==> src/rtl/irqck_pkg.sv <==
// Shared definitions for the multi-channel interrupt stimulus generator:
// register offsets, channel mode encoding and the PRBS31 advance function.
package irqck_pkg;

    localparam logic [1:0] REG_LIMIT_CNT = 2'd0;
    localparam logic [1:0] REG_ACK       = 2'd1;
    localparam logic [1:0] REG_CTRL      = 2'd2;
    localparam logic [1:0] REG_PERIOD    = 2'd3;

    typedef enum logic {
        MODE_RANDOM   = 1'b0,
        MODE_PERIODIC = 1'b1
    } mode_e;

    // Advance a Fibonacci PRBS31 (x^31 + x^28 + 1) by eight shifts so every
    // random draw uses a fresh byte of the sequence.
    function automatic logic [30:0] prbs31_step8(input logic [30:0] s);
        logic [30:0] r;
        r = s;
        for (int i = 0; i < 8; i++) begin
            r = {r[29:0], r[30] ^ r[27]};
        end
        return r;
    endfunction

endpackage

==> src/rtl/irqck_chan.sv <==
// One interrupt channel: control registers, PRBS31 source, periodic
// down-counter, pending flag and raised-interrupt counter.
module irqck_chan
    import irqck_pkg::*;
#(
    parameter int          CNT_W = 16,
    parameter logic [30:0] SEED  = 31'h00000001
) (
    input  logic        clk_i,
    input  logic        rstn_i,
    input  logic        wr_i,
    input  logic [1:0]  reg_i,
    input  logic [15:0] data_i,
    input  logic [1:0]  rd_reg_i,
    output logic [15:0] rdata_o,
    output logic        pending_o
);

    logic             pending;
    logic             en;
    mode_e            mode;
    logic [7:0]       limit;
    logic [15:0]      period;
    logic [15:0]      dcnt;
    logic [CNT_W-1:0] cnt;
    logic [30:0]      lfsr;

    logic eligible;
    logic raise;

    // A raise is decided from state at the start of the cycle, so a
    // concurrent ctrl write cannot influence it and an ack can never collide
    // with a raise (a raise needs pending already clear).
    always_comb begin
        eligible = !pending && en;
        raise    = 1'b0;
        if (eligible) begin
            if (mode == MODE_RANDOM) begin
                raise = (limit >= lfsr[7:0]);
            end else begin
                raise = (dcnt == 16'd0);
            end
        end
    end

    // Software-visible configuration registers.
    always_ff @(posedge clk_i or negedge rstn_i) begin
        if (!rstn_i) begin
            en     <= 1'b0;
            mode   <= MODE_RANDOM;
            limit  <= 8'd0;
            period <= 16'd0;
        end else if (wr_i) begin
            case (reg_i)
                REG_LIMIT_CNT: limit <= data_i[7:0];
                REG_CTRL: begin
                    en   <= data_i[0];
                    mode <= mode_e'(data_i[1]);
                end
                REG_PERIOD:    period <= data_i;
                default: ;
            endcase
        end
    end

    // Pending flag and wrapping interrupt counter.
    always_ff @(posedge clk_i or negedge rstn_i) begin
        if (!rstn_i) begin
            pending <= 1'b0;
            cnt     <= '0;
        end else if (raise) begin
            pending <= 1'b1;
            cnt     <= cnt + CNT_W'(1);
        end else if (wr_i && (reg_i == REG_ACK)) begin
            pending <= 1'b0;
        end
    end

    // Random source only moves on eligible random-mode cycles.
    always_ff @(posedge clk_i or negedge rstn_i) begin
        if (!rstn_i) begin
            lfsr <= SEED;
        end else if (eligible && (mode == MODE_RANDOM)) begin
            lfsr <= prbs31_step8(lfsr);
        end
    end

    // Periodic down-counter; a period write reloads it at once and wins over
    // the decrement/reload of the same cycle.
    always_ff @(posedge clk_i or negedge rstn_i) begin
        if (!rstn_i) begin
            dcnt <= 16'd0;
        end else if (wr_i && (reg_i == REG_PERIOD)) begin
            dcnt <= data_i;
        end else if (eligible && (mode == MODE_PERIODIC)) begin
            if (dcnt == 16'd0) begin
                dcnt <= period;
            end else begin
                dcnt <= dcnt - 16'd1;
            end
        end
    end

    // Register read view for the captured register offset.
    always_comb begin
        rdata_o = 16'h0000;
        case (rd_reg_i)
            REG_LIMIT_CNT: rdata_o[CNT_W-1:0] = cnt;
            REG_ACK:       rdata_o[0] = pending;
            REG_CTRL:      rdata_o[1:0] = {mode, en};
            REG_PERIOD:    rdata_o = period;
            default:       rdata_o = 16'h0000;
        endcase
    end

    assign pending_o = pending;

endmodule

==> src/rtl/irqck_multi.sv <==
// Multi-channel interrupt stimulus generator on the uC peripheral bus:
// address decode, captured read address, read mux and interrupt OR.
module irqck_multi
    import irqck_pkg::*;
#(
    parameter int          CHANNELS    = 4,
    parameter logic [30:0] PRBS31_INIT = 31'h00000001,
    parameter int          CNT_W       = 16,
    localparam int         CH_W        = (CHANNELS > 2) ? $clog2(CHANNELS) : 1
) (
    input  logic                clk_i,
    input  logic                rstn_i,
    input  logic                sel_i,
    input  logic                read_i,
    input  logic                write_i,
    input  logic [CH_W+1:0]     addr_i,
    input  logic [15:0]         data_i,
    output logic [15:0]         data_o,
    output logic [CHANNELS-1:0] irq_o,
    output logic                irq_any_o
);

    logic [CH_W-1:0]     wr_ch;
    logic [CHANNELS-1:0] wr_hit;
    logic [CH_W+1:0]     rd_addr;
    logic [CH_W-1:0]     rd_ch;
    logic [15:0]         ch_rdata [CHANNELS];

    assign wr_ch = addr_i[CH_W+1:2];
    assign rd_ch = rd_addr[CH_W+1:2];

    // Write decode; channel numbers beyond CHANNELS match nothing.
    always_comb begin
        wr_hit = '0;
        for (int c = 0; c < CHANNELS; c++) begin
            if (sel_i && write_i && (wr_ch == CH_W'(c))) begin
                wr_hit[c] = 1'b1;
            end
        end
    end

    // Capture the read address; data follows from live state next cycle.
    always_ff @(posedge clk_i or negedge rstn_i) begin
        if (!rstn_i) begin
            rd_addr <= '0;
        end else if (sel_i && read_i) begin
            rd_addr <= addr_i;
        end
    end

    for (genvar c = 0; c < CHANNELS; c++) begin : g_chan
        irqck_chan #(
            .CNT_W (CNT_W),
            .SEED  (PRBS31_INIT ^ 31'(c + 1))
        ) u_chan (
            .clk_i     (clk_i),
            .rstn_i    (rstn_i),
            .wr_i      (wr_hit[c]),
            .reg_i     (addr_i[1:0]),
            .data_i    (data_i),
            .rd_reg_i  (rd_addr[1:0]),
            .rdata_o   (ch_rdata[c]),
            .pending_o (irq_o[c])
        );
    end

    // Read mux; unpopulated channel numbers read as zero.
    always_comb begin
        data_o = 16'h0000;
        for (int c = 0; c < CHANNELS; c++) begin
            if (rd_ch == CH_W'(c)) begin
                data_o = ch_rdata[c];
            end
        end
    end

    assign irq_any_o = |irq_o;

endmodule

==> config.mk <==
export PLATFORM = sky130hd
export DESIGN_NAME = irqck_multi
export DESIGN_NICKNAME = d
export VERILOG_FILES = /design/src/rtl/irqck_pkg.sv /design/src/rtl/irqck_chan.sv /design/src/rtl/irqck_multi.sv
export SDC_FILE = /design/constraint.sdc
export NUM_CORES = 1
export LEC_CHECK = 0
export ABC_CLOCK_PERIOD_IN_PS = 5100
export CAP_MARGIN = 10
export CORE_ASPECT_RATIO = 1.2
export CORE_MARGIN = 2
export CORE_UTILIZATION = 40
export CTS_CLUSTER_SIZE = 25
export DETAILED_ROUTE_END_ITERATION = 8
export GPL_TIMING_DRIVEN = 0
export PLACE_DENSITY = 0.58
export REMOVE_ABC_BUFFERS = 1
export SLEW_MARGIN = 10
export SYNTH_ARGS = -nofsm -noshare
export SYNTH_HDL_FRONTEND = slang
export SYNTH_SLANG_ARGS = --single-unit
export TNS_END_PERCENT = 5
==> constraint.sdc <==
create_clock -name clk_i -period 5.1 [get_ports clk_i]
set_input_delay 1.02 -clock clk_i [delete_from_list [all_inputs] [get_ports clk_i]]
set_output_delay 1.02 -clock clk_i [all_outputs]
set_load 0.05 [all_outputs]
==> results <==
- Summing all flip-flop and latch instances after layout gives 9120 sq um.
- The count of endpoints failing setup in the final report is 0.
- The number of standard cells after synthesis is 1817.
- In this run, CTS created clock tree buffers numbering 40.
- The number of antenna violations at the first check in global routing is 2.
- The top layer used by detailed routing is met4.
- The worst register-to-register path has a depth of 6.
- The TritonCTS sink count is 364.
- The worst setup path is of the flop to output pin kind.
- The first element of the critical path is rd_addr[0].
- The share of total power dissipated in the clock network is 0.324.
- STA classifies the critical path endpoint as an output pin.
- The peak supply drop is 0.227 mV.
- The width of the die is 200 um.
- The critical path required time is 4.08 ns.
- The clock tree synthesis step divided the H-tree into 2 levels.
- Setup repair after global routing left no endpoint under its margin.
- The length of routed met2 wiring is 24100 um.
- In the synthesized netlist the async set-or-reset flop fraction comes to 1.00.
- Using the TritonRoute via totals, the vias-per-cell ratio works out to 5.60.
- Compared with the post-synthesis result, the final layout area differs by 13.5%.
- For the worst setup path, the data arrival time is 3.81 ns.
- For this run, the top clock speed supported by timing is 207 MHz.
- Clock tree synthesis selected as its root buffer the cell sky130_fd_sc_hd__clkbuf_16.
- Fill cells in the final layout number 4315.
- The cell-internal power is 5970 uW.
- The final-report max-slew violation count came to 0.
- The post-route non-filler standard cell count is 2468.
- Counting distinct cell types in the post-synthesis netlist gives 78.
- The sequential share of power is 0.443.
- In this run the count of I/O pins placed on the die edge is 46.
- The synthesized design spends more area on one cell type than any other, namely sky130_fd_sc_hd__dfrtp_1.
- Buffers placed on the I/O ports in this run total 45.
- Of all nets on the critical path, the largest fanout is 31.
- The TritonCTS clock tree is yes.
- The maximum number of buffers from clock root to sink is 3.
- In the final layout, the share of cells above drive strength 1 is 0.144.
- Across all register-to-register paths, the minimum setup slack is 1.19 ns.
- For this design, the CTS-stage hold fixing added 0 buffers.
- After legalization and detailed placement, the total HPWL measured 34000 um.
- The die area is 47700 sq um.
- In this run the vertical extent of the chip is 239 um.
- For this block, the routed nets add up to 49800 um of wire.
- For this configuration, the core starts out at a cell density of 0.403.
- Prior to clock tree synthesis, the placed netlist has a worst setup slack of 0.876 ns.
- After layout, the minimum clock period comes to 4.83 ns.
- The share of the synthesized area in the top cell type is 0.488.
- The top cell types in the final layout, fill and taps aside, are sky130_fd_sc_hd__dfrtp_1, sky130_fd_sc_hd__nand2_1, sky130_fd_sc_hd__mux2_2.
- The clock latency on the worst-skew pair is 0.57 ns.
- The first detailed-routing pass ran for 5 iterations.
- The capture point of the worst path is data_o[2].
- After the last flow step, the layout net total stands at 1895.
- Setup slack on the critical path of the routed design comes to 0.271 ns.
- The via count of the first global-routing pass is 13900.
- The commonest register cell after synthesis is sky130_fd_sc_hd__dfrtp_1.
- The pin count of the biggest net entering global routing is 106.
- The worst register-to-register path begins at g_chan[1].u_chan.dcnt[10].
- After clock tree synthesis, the repair step resized 0 gates.
- The share of total power dissipated in combinational logic is 0.232.
- Dividing the synthesized area by the synthesized cell count gives 10.1 sq um.
- For the pin with the worst max-slew slack, the measured transition is 1.23 ns.
- The number of flops mapped to enable cells by yosys is 0.
- The setup fix buffers added after clock tree synthesis is 0.
- Summing all placed instances gives a cell area of 19500 sq um.
- The congestion estimate from routability-driven global placement came to 0.840.
- In this run the static leakage power is 0.00936 uW.
- The endpoint of the lowest-slack register-to-register path is g_chan[1].u_chan.cnt[1].
- The worst pin sits at a relative slew slack of 0.180.
- The first global-routing pass estimated 79000 um of wire.
- Total power for the finished layout comes to 9020 uW.
- The clock skew is 0.0198 ns.
- Of the synthesized area, sequential elements account for 0.495.
- In the routed design, unresolved DRC markers number 0.
- In the final routed layout, each cell accounts on average for 20.2 um.
- The wire length on met1 is 21700 um.
- Yosys attributes the largest share of cell area to sky130_fd_sc_hd__dfrtp_1, sky130_fd_sc_hd__mux2_2, sky130_fd_sc_hd__nand2_1.
- The switching share of power is 0.338.
- The total power per unit cell area is 432 nW/um^2.
- The overall routing resource usage is 0.214.
- The violation count after the first detailed-routing iteration is 976.
- The run finished with clean final reports.
- The total core area is 45600 sq um.
- The analysis attributes to net switching a power of 3050 uW.
- After synthesis the netlist holds a flip-flop and latch count of 364.
- Summing all multi-input logic gate instances after layout gives 8700 sq um.
- The number of max-cap violations is 0.
- The total instance count after detailed placement is 2394.
- The routed length on met3 is 2470 um.
- For this run, the number of Yosys warnings is 0.
- The final critical-path share of the clock period is 0.947.
- The clock-pin slew on the worst setup and hold paths is 0.06 ns.
- The element type at the critical path start is a flop.
- The via count is 13800.
- The worst hold-check path type is primary input to async pin.
- The number of failing hold endpoints at the final stage is 0.
- Leaving out fill and tap cells, the most frequent cell in the layout is sky130_fd_sc_hd__dfrtp_1.
- The initialized floorplan defines 86 standard-cell rows.
- The final instance area is 20900 sq um.
- The final antenna-violating net count is 0.
- For this run the aggregate overflow at the end of global routing stands at 0.
- The cell area that synthesis handed to floorplanning was 18400 sq um.
[sequential cells by signal (all words and copies together), names as in the netlist]
name and count:
g_chan.u_chan.lfsr 124, g_chan.u_chan.dcnt 64, rd_addr 4, g_chan.u_chan.pending_o 4, g_chan.u_chan.period 64, g_chan.u_chan.limit 32
g_chan.u_chan.cnt 64, g_chan.u_chan.mode 4, g_chan.u_chan.en 4
[worst min path at each step]
stage                                      to  cells past startpoint
finish              g_chan[2].u_chan.lfsr[29]                      1
global route        g_chan[2].u_chan.lfsr[29]                      1
CTS                 g_chan[2].u_chan.lfsr[29]                      1
detailed placement   g_chan[0].u_chan.cnt[15]                      1
global placement    g_chan[0].u_chan.lfsr[15]                      2
floorplan            g_chan[0].u_chan.cnt[15]                      1
[logic make-up (layout without fill, tap and decap cells)]
group / count (synthesis) / in the layout / synth area share
multiplexers: 146 / 146 / 0.0895
flip-flops: 364 / 364 / 0.495
XOR/XNOR: 108 / 108 / 0.0518
AO/OA/AOI/OAI: 371 / 371 / 0.135
other: 0 / 1 / 0
AND/OR/NAND/NOR: 618 / 618 / 0.160
buffers and inverters: 160 / 194 / 0.0348
adder cells (fa/ha/maj): 50 / 50 / 0.0340
[per-stage QoR]
| stage | utilization | hold WS [ns] | TNS, ns |
|---|---|---|---|
| after detailed placement | 0.428 | 0.459 | 0 |
| after global placement | 0.421 | 0.456 | -4852.05 |
| after global routing | 0.457 | 0.449 | 0 |
| final | 0.457 | 0.406 | 0 |
| after CTS | 0.457 | 0.415 | 0 |
| after floorplan | - | 0.442 | 0 |
[layout make-up]
| type | count | area share |
|---|---|---|
| repair buffers | 64 | 0.0355 |
| clock inverters | 16 | 0.00545 |
| well taps | 616 | 0.0369 |
| diodes | 1 | 0.000120 |
| inverters | 57 | 0.0103 |
| flip-flops and latches | 364 | 0.437 |
| clock buffers | 57 | 0.0582 |
| multi-input cells | 1293 | 0.417 |
[power by group through the flow]
stage	clock network (uW)	logic, uW	registers, uW
after floorplan	0	1430	3880
after global placement	0	2000	4030
after detailed placement	0	2090	4040
after CTS	2990	2110	3990
after global routing	3110	2340	4070
final	2920	2090	4000
[cells in the mapped netlist, drive strengths merged, types with 23 or more instances]
library cell and instances:
a22oi 46, dfrtp 359, clkbuf 77, a221oi 33, xor2 49, nand4 38
buf 26, inv 57, a211oi 23, nor3 35, a21oi 57, o21ai 115
nor2 84, nand3 34, ha 50, mux2 138, xnor2 59, nand2 305
[worst max-delay path, cell delays in order (launching register included)]
cell and delay [ns]:
sky130_fd_sc_hd__dfrtp_1 0.45, sky130_fd_sc_hd__inv_1 0.14, sky130_fd_sc_hd__ha_2 0.64, sky130_fd_sc_hd__buf_12 0.27, sky130_fd_sc_hd__a22oi_1 0.14, sky130_fd_sc_hd__a211oi_1 0.36, sky130_fd_sc_hd__a21oi_1 0.08, sky130_fd_sc_hd__nor2_1 0.27
sky130_fd_sc_hd__clkdlybuf4s50_1 0.86
[layer usage]
metal,GRT usage,vias to the layer above
met5,0,-
met2,0.354,353
met3,0.0272,83
met4,0.0765,0
li1,-,6504
met1,0.289,6880
No activity file was read; power rests on OpenSTA's default activity.
